<file path="src/rtl/neuron_hs_pkg.sv">
// Shared types and constants for the neuron handshake blocks.
//   tx_state_t      : transmitter FSM states
//   TIMEOUT_CYC_DEF : default handshake-phase timeout in cycles
//   TO_W            : timeout counter width for the default timeout
//   to_cnt_w()      : timeout counter width for an arbitrary timeout
package neuron_hs_pkg;

   typedef enum logic [1:0] {
      IDLE   = 2'd0,
      SETUP  = 2'd1,
      REQ_HI = 2'd2,
      REQ_LO = 2'd3
   } tx_state_t;

   localparam int unsigned TIMEOUT_CYC_DEF = 1024;
   localparam int unsigned TO_W            = $clog2(TIMEOUT_CYC_DEF + 1);

   function automatic int unsigned to_cnt_w(input int unsigned cyc);
      return $clog2(cyc + 1);
   endfunction

endpackage

</file>
<file path="src/rtl/sync_ff.sv">
// N-flop synchronizer for a single asynchronous bit.
//   clk, rst_n : clock, asynchronous active-low reset (flops reset to 0)
//   d          : asynchronous input
//   q          : synchronized output, STAGES edges after d
module sync_ff #(
   parameter int unsigned STAGES = 2
) (
   input  logic clk,
   input  logic rst_n,
   input  logic d,
   output logic q
);

   logic [STAGES-1:0] sr_q;

   // Shift chain; first flop is the only one that may go metastable.
   always_ff @(posedge clk or negedge rst_n) begin
      if (!rst_n) sr_q <= '0;
      else        sr_q <= {sr_q[STAGES-2:0], d};
   end

   assign q = sr_q[STAGES-1];

endmodule

</file>
<file path="src/rtl/neuron_spike_tx.sv">
// Clocked spike transmitter: buffers spike words from a valid/ready port in a
// small FIFO and sends each one to the asynchronous neuron chain as bundled
// data followed by a 4-phase return-to-zero req/ack handshake.
//   clk, rst_n           : clock, asynchronous active-low reset
//   s_valid/s_ready/s_data : spike word input port (s_ready = !full)
//   req, data            : request and bundled data toward the neuron (flopped)
//   ack                  : asynchronous acknowledge from the neuron
//   busy                 : handshake FSM not idle
//   timeout_err, err_clr : sticky handshake-phase timeout flag and its clear
module neuron_spike_tx
   import neuron_hs_pkg::*;
#(
   parameter int unsigned WIDTH       = 8,
   parameter int unsigned DEPTH       = 4,
   parameter int unsigned SETUP_CYC   = 2,
   parameter int unsigned SYNC_STAGES = 2,
   parameter int unsigned TIMEOUT_CYC = TIMEOUT_CYC_DEF
) (
   input  logic             clk,
   input  logic             rst_n,
   input  logic             s_valid,
   output logic             s_ready,
   input  logic [WIDTH-1:0] s_data,
   output logic             req,
   input  logic             ack,
   output logic [WIDTH-1:0] data,
   output logic             busy,
   output logic             timeout_err,
   input  logic             err_clr
);

   localparam int unsigned AW = $clog2(DEPTH);
   localparam int unsigned CW = (SETUP_CYC > 1) ? $clog2(SETUP_CYC) : 1;
   localparam int unsigned TW = (to_cnt_w(TIMEOUT_CYC) > TO_W) ? to_cnt_w(TIMEOUT_CYC) : TO_W;

   // FIFO storage and wrap-bit pointers
   logic [WIDTH-1:0] mem [DEPTH];
   logic [AW:0]      wr_ptr_q, rd_ptr_q;
   logic             full, empty, push, pop;

   // FSM and datapath registers
   tx_state_t        state_q, state_d;
   logic             req_q, req_d;
   logic [CW-1:0]    cnt_q, cnt_d;
   logic [TW-1:0]    to_cnt_q, to_cnt_d;
   logic             to_set, stay;
   logic             err_q;
   logic [WIDTH-1:0] data_q;
   logic             ack_s;

   assign full    = (wr_ptr_q == {~rd_ptr_q[AW], rd_ptr_q[AW-1:0]});
   assign empty   = (wr_ptr_q == rd_ptr_q);
   assign push    = s_valid && !full;
   assign s_ready = !full;

   // Ack synchronizer; the FSM never looks at the raw ack.
   sync_ff #(.STAGES(SYNC_STAGES)) u_ack_sync (
      .clk   (clk),
      .rst_n (rst_n),
      .d     (ack),
      .q     (ack_s)
   );

   // FIFO storage (contents are don't-care while empty, so no reset)
   always_ff @(posedge clk) begin
      if (push) mem[wr_ptr_q[AW-1:0]] <= s_data;
   end

   // FIFO pointers
   always_ff @(posedge clk or negedge rst_n) begin
      if (!rst_n) begin
         wr_ptr_q <= '0;
         rd_ptr_q <= '0;
      end else begin
         if (push) wr_ptr_q <= wr_ptr_q + (AW+1)'(1);
         if (pop)  rd_ptr_q <= rd_ptr_q + (AW+1)'(1);
      end
   end

   // Handshake FSM next state; launch only when the neuron has returned to zero.
   always_comb begin
      state_d = state_q;
      req_d   = req_q;
      cnt_d   = cnt_q;
      pop     = 1'b0;
      case (state_q)
         IDLE: begin
            if (!empty && !ack_s) begin
               pop     = 1'b1;
               cnt_d   = CW'(SETUP_CYC - 1);
               state_d = SETUP;
            end
         end
         SETUP: begin
            if (cnt_q == '0) begin
               req_d   = 1'b1;
               state_d = REQ_HI;
            end else begin
               cnt_d = cnt_q - CW'(1);
            end
         end
         REQ_HI: begin
            if (ack_s) begin
               req_d   = 1'b0;
               state_d = REQ_LO;
            end
         end
         REQ_LO: begin
            if (!ack_s) state_d = IDLE;
         end
         default: state_d = IDLE;
      endcase
   end

   // Phase timeout: counts while waiting in one phase, fires once on reaching the limit.
   always_comb begin
      stay     = ((state_q == REQ_HI) || (state_q == REQ_LO)) && (state_d == state_q);
      to_cnt_d = '0;
      to_set   = 1'b0;
      if (stay) begin
         to_set   = (to_cnt_q == TW'(TIMEOUT_CYC - 1));
         to_cnt_d = (to_cnt_q == TW'(TIMEOUT_CYC)) ? to_cnt_q : to_cnt_q + TW'(1);
      end
   end

   // State, request, bundled data and error flag registers
   always_ff @(posedge clk or negedge rst_n) begin
      if (!rst_n) begin
         state_q  <= IDLE;
         req_q    <= 1'b0;
         cnt_q    <= '0;
         to_cnt_q <= '0;
         err_q    <= 1'b0;
         data_q   <= '0;
      end else begin
         state_q  <= state_d;
         req_q    <= req_d;
         cnt_q    <= cnt_d;
         to_cnt_q <= to_cnt_d;
         if (to_set)       err_q <= 1'b1;
         else if (err_clr) err_q <= 1'b0;
         if (pop) data_q <= mem[rd_ptr_q[AW-1:0]];
      end
   end

   assign req         = req_q;
   assign data        = data_q;
   assign busy        = (state_q != IDLE);
   assign timeout_err = err_q;

endmodule

</file>
<file path="config.mk">
export PLATFORM = sky130hd
export DESIGN_NAME = neuron_spike_tx
export DESIGN_NICKNAME = d
export VERILOG_FILES = /design/src/rtl/neuron_hs_pkg.sv /design/src/rtl/sync_ff.sv /design/src/rtl/neuron_spike_tx.sv
export SDC_FILE = /design/constraint.sdc
export NUM_CORES = 1
export LEC_CHECK = 0
export CORE_UTILIZATION = 50
export DETAILED_ROUTE_END_ITERATION = 16
export DONT_BUFFER_PORTS = 1
export PLACE_DENSITY_LB_ADDON = 0.25
export SETUP_SLACK_MARGIN = 0.2
export SLEW_MARGIN = 20
export SYNTH_ARGS = -nofsm -noshare
export SYNTH_HDL_FRONTEND = slang
export SYNTH_HIERARCHICAL = 1
export SYNTH_SLANG_ARGS = --single-unit
</file>
<file path="constraint.sdc">
create_clock -name clk -period 5.1 [get_ports clk]
set_input_delay 0.765 -clock clk [delete_from_list [all_inputs] [get_ports clk]]
set_output_delay 0.765 -clock clk [all_outputs]
set_load 0.005 [all_outputs]
</file>
* Yosys cells after proc, flatten, opt, wreduce, memory -nomap -nowiden
Memories as Yosys holds them, arrays and structs flattened. A register that Yosys moved wholly into a read port is not among the register bits.
Index checks and enable logic that the tools add are counted.
Widths: inputs -> output; s select.
** Storage, ports and cells
- Memory bits (read-only) :: 0
- Memory bits (writable) :: 32
- Latch bits :: 0
- Logic and storage cells :: 61
- Register bits after elaboration :: 24
- Bits of input ports :: 13
- Output and inout bits :: 12
- Memories :: 1
** Memory list
- mem :: words 4, width 8, rd ports 1, clocked after Yosys merged registers in 1, write ports 1, line neuron_spike_tx.sv:37 : logic [WIDTH-1:0] mem [DEPTH];
** Cells by class
- Add/sub/neg operators :: 4
- Divide/modulo/power cells :: 0
- Shifts and indexed selects :: 0
- Multipliers :: 0
- Bitwise gates (word level) :: 1
- Muxes and demuxes :: 20
- Equality and inequality tests :: 12
- Order comparisons :: 0
- Reductions and logical operators :: 15
** Operator list (count)
- $mux 11 :: 2
- $add 11x1->11 const B :: 1
- $eq 11x10->1 const B :: 1
- $eq 11x11->1 const B :: 1
- $mux 1 :: 11
- $mux 2 :: 4
- $pmux 2 s4 :: 1
- $reduce_bool 2->1 :: 4
- $add 3x1->3 const B :: 2
- $eq 3x3->1 :: 2
- $ne 2x2->1 const B :: 3
- $eq 2x2->1 const B :: 2
- $logic_not 1->1 :: 4
- $pmux 1 s2 :: 2
- $logic_and 1x1->1 :: 3
- $reduce_and 3->1 :: 1
- $eq 2x1->1 const B :: 1
- $eq 2x2->1 :: 1
- $logic_not 2->1 :: 1
- $ne 2x1->1 const B :: 1
- $reduce_and 2->1 :: 1
- $logic_or 1x1->1 :: 1
- $not 1->1 :: 1
- $sub 1x1->1 const B :: 1

* Logic depth before layout (Yosys ltp)
Gate-level depths: netlist of run 1.
- Depth in word-level cells :: 9
- Mapped depth :: 5
- Mapped depth without buffers :: 5

* Modules after synthesis
Netlist of run 1, hierarchy kept.
** Modules (own cells, without submodules)
- neuron_spike_tx :: cells an instance 181, area an instance 2666.3 sq um, sequential area each 1711.6 sq um, times used 1
- sync_ff :: cells an instance 2, area an instance 50.0 sq um, sequential area each 50.0 sq um, times used 1

* Worst setup path before layout of run 1
No wires, ideal clock.
- Kind :: input-to-reg
- Start :: input s_valid
- End :: memory mem[0][0], enable pin
- Slack :: 3375 ps
- Path buffers :: 0
- Data required time :: 4768 ps
- Stages :: 3
- Library setup time :: 332 ps
- Data arrival time :: 1394 ps
- Cell sequence :: inv_1 -> a31oi_1 -> and2_1
** On the way
- Cells in the longest elaborated chain, start to end :: 3
** Ends and longest elaborated chain
- start, declared :: line neuron_spike_tx.sv:21 : input logic s_valid,
- $logic_and 1x1->1 :: line neuron_spike_tx.sv:53 : assign push = s_valid && !full;
- $mux 1 :: line neuron_spike_tx.sv:66 : if (push) mem[wr_ptr_q[AW-1:0]] <= s_data;
- $mux 1 (implied by the code) :: line neuron_spike_tx.sv:66
- end, declared :: line neuron_spike_tx.sv:37
No other way between the ends.

* Worst setup path in the final report of run 1
- Start :: register rd_ptr_q[0]
- End :: output s_ready
** On the way
- Cells in the longest elaborated chain, start to end :: 2
** Ends and longest elaborated chain
- start, declared :: line neuron_spike_tx.sv:38 : logic [AW:0] wr_ptr_q, rd_ptr_q;
- start signal, assigned :: line neuron_spike_tx.sv:76 : if (pop) rd_ptr_q <= rd_ptr_q + (AW+1)'(1);
- $eq 3x3->1 :: line neuron_spike_tx.sv:51 : assign full = (wr_ptr_q == {~rd_ptr_q[AW], rd_ptr_q[AW-1:0]});
- $logic_not 1->1 :: line neuron_spike_tx.sv:54 : assign s_ready = !full;
- end, declared :: line neuron_spike_tx.sv:22 : output logic s_ready,
No other way between the ends.

==> results of run 1 <==
-- routing by layer --
layer,up-vias,share of wire
met4,0,0.0088
met2,29,0.50
met1,776,0.44
met3,4,0.051
li1,701,-
met5,-,0
-- flip-flops by register name, indices dropped and copies added, names as in the netlist --
| register | cells |
|---|---|
| u_ack_sync/sr_q | 2 |
| cnt_q | 1 |
| req | 1 |
| wr_ptr_q | 3 |
| to_cnt_q | 11 |
| mem | 32 |
| timeout_err | 1 |
| rd_ptr_q | 3 |
| data | 8 |
| state_q | 2 |
-- stage by stage --
step           area, um^2  cells  hold WS, ns
2_1_floorplan        2720    183        0.331
3_3_place_gp         2780    248        0.333
3_5_place_dp         2780    248        0.359
4_1_cts              3010    264        0.106
5_1_grt              3010    264        0.101
6_report             3010    264        0.124
-- cell usage in the layout, fill, tap and decap left out, types with 3 or more instances in the layout --
cell and n:
dfrtp_1 32, edfxtp_1 32, inv_1 11, a21oi_1 10, clkbuf_8 9, mux4_2 8, mux2_2 8, xor2_1 7
nand3_1 7, ha_1 7, nand2_1 6, o31ai_1 5, xnor2_1 5, o21ai_0 5, nor2_1 3, a31oi_1 3
and2_1 3, or4_1 3
-- cell type report --
class,count,area share
multi-input combinational,103,0.296
tap,70,0.0291
clock inverter,7,0.0341
clock buffer,9,0.0412
inverter,11,0.0137
sequential,64,0.586
-- power groups by stage --
stage,clock network [mW],registers [mW],logic (mW)
global placement,0,0.841,0.369
global route,0.517,0.859,0.434
finish,0.484,0.835,0.389
floorplan,0,0.763,0.379
CTS,0.496,0.837,0.395
detailed placement,0,0.847,0.394
-- cells in the mapped netlist (2+ instances only) --
| master | instances | area [um^2] |
|---|---|---|
| dfrtp_1 | 32 | 801 |
| edfxtp_1 | 32 | 961 |
| inv_1 | 11 | 41.3 |
| a21oi_1 | 10 | 50.1 |
| mux2_2 | 8 | 90.1 |
| mux4_2 | 8 | 180 |
| ha_1 | 7 | 87.6 |
| nand3_1 | 7 | 35.0 |
| xor2_1 | 7 | 61.3 |
| nand2_1 | 6 | 22.5 |
| o21ai_0 | 5 | 25.0 |
| o31ai_1 | 5 | 37.5 |
| xnor2_1 | 5 | 43.8 |
| a31oi_1 | 3 | 18.8 |
| and2_1 | 3 | 18.8 |
| nor2_1 | 3 | 11.3 |
| or4_1 | 3 | 22.5 |
| buf_2 | 2 | 10.0 |
| clkbuf_1 | 2 | 7.51 |
| mux2_1 | 2 | 22.5 |
| nor3_1 | 2 | 10.0 |
| o311ai_0 | 2 | 17.5 |
| or2_2 | 2 | 12.5 |
| or3_1 | 2 | 12.5 |
-- kinds of logic (layout without fill, tap and decap cells) --
kind of cell | Yosys count | after routing
adders and majority gates | 7 | 7
DFF | 64 | 64
and+or+nand+nor | 36 | 36
AOI/OAI and AO/OA | 29 | 29
buffers and inverters | 16 | 27
xor gates and xnor gates | 12 | 12
muxes | 19 | 19
-- final timing paths --
check	start	to	slack (ns)	cells past startpoint
setup / recovery	rd_ptr_q[0]$_DFFE_PN0P_	s_ready	2.83	2
hold / removal	rst_n	timeout_err$_DFFE_PN0P_	0.12	0
setup reg to reg	rd_ptr_q[0]$_DFFE_PN0P_	mem[3][2]$_DFFE_PP_	2.94	2
hold reg to reg	u_ack_sync/sr_q[0]$_DFF_PN0_	u_ack_sync/sr_q[1]$_DFF_PN0_	0.37	0
max in group asynchronous	rst_n	wr_ptr_q[2]$_DFFE_PN0P_	4.90	0
min in group clk	u_ack_sync/sr_q[0]$_DFF_PN0_	u_ack_sync/sr_q[1]$_DFF_PN0_	0.37	0
==> flow_summary_export.csv, run 1 <==
group,metric,value,unit
run_status,status,"complete, no violations",
floorplan,die_y,75.7,um
logic_synthesis,yosys_warnings,6,
global_route,grt.busiest_layer,"met2",
worst_setup_path,crit_chain,"xnor2_1 > nand3_1",
drt,drtIter0Drc,95,
floorplan,die_area,0.00573,mm^2
global_route,grt_pass1_vias,1585,
power_and_ir_drop,power,1.71,mW
place,portBuffers,0,
layout,final_nets,209,
layout,multi_input_area,888,um^2
layout,n_fill_cell,405,
drt,dr.pass1.iters,4,
layout,drive_above_1_share,0.186,
global_route,grt_use_total,0.186,
logic_synthesis,async_flop_share,0.500,
cts,ctsResizeCount,0,
timing,fin_crit,2.27,ns
power_and_ir_drop,p_comb_frac,0.227,
timing,worst_pin_slew,1.01,ns
worst_setup_path,cp_max_fo,12,
cts,post-cts-setup-buffers,0,
logic_synthesis,synth_fa_ha_area_frac,0.0322,
timing,fmax,440,MHz
drt,routed_via_density,5.72,
drt,wl_per_cell,17.2,um
worst_setup_path,crit_slowest_cell,"dfrtp_1",
power_and_ir_drop,seqPwrFrac,0.489,
power_and_ir_drop,powerDensity,568,mW/mm^2
timing,setup_viol,0,
power_and_ir_drop,p_int,1.17,mW
global_route,grt_use_met3,0.0516,
worst_setup_path,worstSetupPathType,"register to primary output",
min_path,hp-class,"input port to async pin",
global_route,antenna_found_initial,0,
layout,antennaDiodeCount,0,
cts,clkTransAtPathRegs,0.07,ns
timing,rsz0062_at_grt,"false",
logic_synthesis,ys_types,38,
logic_synthesis,muxShareOfSynthArea,0.111,
cts,cts_buffers,9,
logic_synthesis,syn-cell-area,0.00272,mm^2
power_and_ir_drop,ir_drop,429,uV
worst_setup_path,max_stage_delay,0.78,ns
logic_synthesis,synth-compound-area-share,0.0673,
drt,wirelength,4550,um
power_and_ir_drop,switching_share,0.315,
logic_synthesis,synth_seq_cells,64,
floorplan,die_x,75.7,um
drt,route.detailed.drc,0,
logic_synthesis,synth_xor_area_frac,0.0387,
floorplan,core_area,0.00517,mm^2
place,dp_hpwl,3220,um
worst_setup_path,critical_path.top_delay_family,"flip-flops",
global_route,use_met1,0.239,
worst_setup_path,endpoint_kind,"primary output",
timing,hold_violations,0,
cts,ctsHoldBuffers,0,
worst_setup_path,cp-start-kind,"register",
cts,h-tree-depth,3,
power_and_ir_drop,power.leakage,1.11,nW
cts,cts_sinks,64,
place,post-place-ws,2.90,ns
timing,setup_tns,0,ns
logic_synthesis,ys_seq_area_frac,0.649,
cts,clk_latency,0.33,ns
drt,num_vias,1510,
layout,post-route-util,0.581,
floorplan,ios,25,
floorplan,row_count,26,
logic_synthesis,synth_top_family_by_area,"multiplexers",
timing,setup_ws,2.83,ns
place,gp_congestion,0.873,
cts,cts_tree,"done",
cts,clock_path_buffers,2,
global_route,grt_max_degree,33,
worst_setup_path,worstPathArrival,1.51,ns
worst_setup_path,cp.required,4.34,ns
timing,fin_worst_skew,0.00631,ns
cts,ctsRootBufferMaster,"clkbuf_8",
logic_synthesis,syn-num-nets,203,
timing,max_slew_margin,0.322,
global_route,overflow,0,
logic_synthesis,yosys.area_share.simple,0.0774,
logic_synthesis,synth_area_per_cell,14.8,um^2
power_and_ir_drop,switchingPower,0.538,mW
logic_synthesis,synth_edf_count,32,
layout,area_growth,10.6,%
flow_run,maxCapViolations,0,
layout,regArea,0.00176,mm^2
floorplan,start_util,0.525,
drt,drtAntennaViolNets,0,
power_and_ir_drop,p_clk_frac,0.283,
logic_synthesis,synth_top_flop_cell,"edfxtp_1",
worst_setup_path,critPathBufInv,0,
logic_synthesis,postSynthCellCount,183,
global_route,met2_usage,0.292,
timing,finalMaxSlewViolations,0,
global_route,grt_pass1_wl,7570,um
timing,fin_crit_sh,0.446,
Power figures use the tool's default switching activity.
==> inputs of run 2 (changes only) <==
==> constraint.sdc (replaced) <==
create_clock -name clk -period 2.1 [get_ports clk]
set_input_delay 0.315 -clock clk [delete_from_list [all_inputs] [get_ports clk]]
set_output_delay 0.315 -clock clk [all_outputs]
set_load 0.005 [all_outputs]
==> run 2 against run 1 <==
Against the previous run:
- via count about the same
- critical endpoint is now to_cnt_q[1]$_DFFE_PN0P_
- combinational power rose to 3.0 times the previous value
- first-iteration DRC count down 21%
- clock skew up 0.0019 ns
==> flow_summary_export.csv, run 2 (synthesis gave the netlist of run 1 again) <==
group,metric,value,unit
place,dp_hpwl,3070,um
global_route,overflow,0,
timing,setup_viol,0,
global_route,antenna_found_initial,0,
cts,clk_latency,0.33,ns
global_route,grt.busiest_layer,"met2",
floorplan,die_area,0.00573,mm^2
layout,drive_above_1_share,0.198,
floorplan,die_y,75.7,um
global_route,use_met1,0.208,
worst_setup_path,worstSetupPathType,"register to register",
floorplan,die_x,75.7,um
drt,drtAntennaViolNets,0,
drt,dr.pass1.iters,4,
worst_setup_path,cp_max_fo,7,
place,post-place-ws,0.281,ns
timing,worst_hold_slack,0.0805,ns
floorplan,start_util,0.525,
cts,ctsRootBufferMaster,"clkbuf_8",
power_and_ir_drop,p_clk_frac,0.258,
timing,rsz0062_at_grt,"false",
cts,cts_sinks,64,
power_and_ir_drop,p_comb_frac,0.279,
layout,antennaDiodeCount,0,
timing,fin_crit_sh,0.847,
global_route,grt_pass1_vias,1577,
global_route,grt_use_met3,0.0635,
layout,post-route-util,0.593,
layout,n_fill_cell,399,
power_and_ir_drop,seqPwrFrac,0.463,
place,portBuffers,0,
worst_setup_path,worstReg2RegStart,"to_cnt_q[0]$_DFFE_PN0P_",
layout,final_area,0.00307,mm^2
cts,h-tree-depth,3,
global_route,grt_use_total,0.188,
timing,worst_pin_slew,0.425,ns
cts,cts_tree,"done",
floorplan,ios,25,
worst_setup_path,worstPathArrival,2.02,ns
drt,num_vias,1511,
drt,route.detailed.drc,0,
global_route,grt_max_degree,33,
worst_setup_path,cp-start-kind,"register",
power_and_ir_drop,power.leakage,1.15,nW
timing,finalMaxSlewViolations,0,
power_and_ir_drop,powerDensity,1350,mW/mm^2
flow_run,maxCapViolations,0,
worst_setup_path,reg2reg_setup_slack,0.32,ns
worst_setup_path,endpoint_kind,"register",
place,dpl_cell_area,0.00282,mm^2
layout,layout_common_cells,"dfrtp_1, edfxtp_1, inv_1",
timing,fmax,562,MHz
cts,post-cts-setup-buffers,0,
timing,hold_violations,0,
floorplan,row_count,26,
global_route,met2_usage,0.326,
layout,largest_register_ffs,32,
run_status,status,"complete, no violations",
drt,drtIter0Drc,75,
cts,clkTransAtPathRegs,0.07,ns
drt,wirelength,4470,um
global_route,grt_pass1_wl,7310,um
worst_setup_path,startpoint,"to_cnt_q[0]$_DFFE_PN0P_",
cts,cts_buffers,9,
floorplan,core_area,0.00517,mm^2
power_and_ir_drop,switching_share,0.304,
timing,max_slew_margin,0.713,
cts,clock_path_buffers,2,
worst_setup_path,r2r.worst_path.cells,5,
place,gp_congestion,0.880,
power_and_ir_drop,switchingPower,1.26,mW
power_and_ir_drop,ir_drop,696,uV
worst_setup_path,cp.required,2.35,ns
worst_setup_path,r2r_end,"to_cnt_q[1]$_DFFE_PN0P_",
drt,routed_via_density,5.56,
timing,setup_tns,0,ns
timing,setup_ws,0.322,ns
worst_setup_path,endpoint,"to_cnt_q[1]$_DFFE_PN0P_",
timing,fin_crit,1.78,ns
timing,fin_worst_skew,0.00817,ns
layout,final_nets,218,
layout,area_growth,12.9,%
min_path,hp-class,"input port to register",
drt,wl_per_cell,16.4,um
power_and_ir_drop,p_int,2.89,mW
-- run 2: changes by cell type in the layout (fill, tap and decap cells not counted), sizes merged --
cell,delta
clkinv,+1
clkinvlp,-1
dlygate4sd3,+2
inv,-2
buf,+7
clkbuf,+1
-- run 2: power groups by stage --
stage	Sequential, mW	Clock [mW]	Combinational, mW
after detailed placement	1.95	0	1.15
after floorplan	1.85	0	0.921
final	1.92	1.07	1.16
after CTS	1.93	1.10	1.17
after global placement	1.92	0	1.10
after global routing	1.96	1.15	1.29
-- run 2: layer usage --
metal  vias up  share of wire
met1       758           0.39
li1        715              -
met2        29           0.54
met4         0          0.022
met5         -              0
met3         9          0.047
-- run 2: repair_timing --
item,in CTS,in global routing
gates resized for setup,0,1
hold buffers,2,1
endpoints found under the setup margin,0,1
endpoints found under the hold margin,32,1
-- run 2: area by class of cell --
type	instances	area [um^2]	share of cell area
Sequential cell	64	1760	0.574
Inverter	11	41.3	0.0135
Tap cell	70	87.6	0.0285
Multi-Input combinational cell	103	892	0.291
Clock inverter	5	72.6	0.0237
Timing Repair Buffer	9	85.1	0.0277
Clock buffer	10	128	0.0416
-- run 2: worst min path at each step --
stage                    from  slack [ns]  cells past startpoint                            to
finish              s_data[5]        0.08                      0           mem[3][5]$_DFFE_PP_
global route        s_data[5]        0.06                      0           mem[0][5]$_DFFE_PP_
CTS                       ack       0.002                      0  u_ack_sync/sr_q[0]$_DFF_PN0_
detailed placement      rst_n        0.02                      0       timeout_err$_DFFE_PN0P_
global placement        rst_n        0.02                      0       timeout_err$_DFFE_PN0P_
floorplan               rst_n        0.02                      0             cnt_q$_DFFE_PN0P_
-- run 2: critical path, stage by stage (launching register included) --
cell,delay [ns]
dfrtp_1,0.44
inv_1,0.08
ha_1,0.13
or4b_4,0.49
or4_1,0.41
a21oi_1,0.15
-- run 2: stage by stage --
step	instances	total power, mW
5_1_grt	272	4.41
4_1_cts	271	4.20
2_1_floorplan	183	2.77
3_3_place_gp	254	3.02
6_report	272	4.15
3_5_place_dp	254	3.10
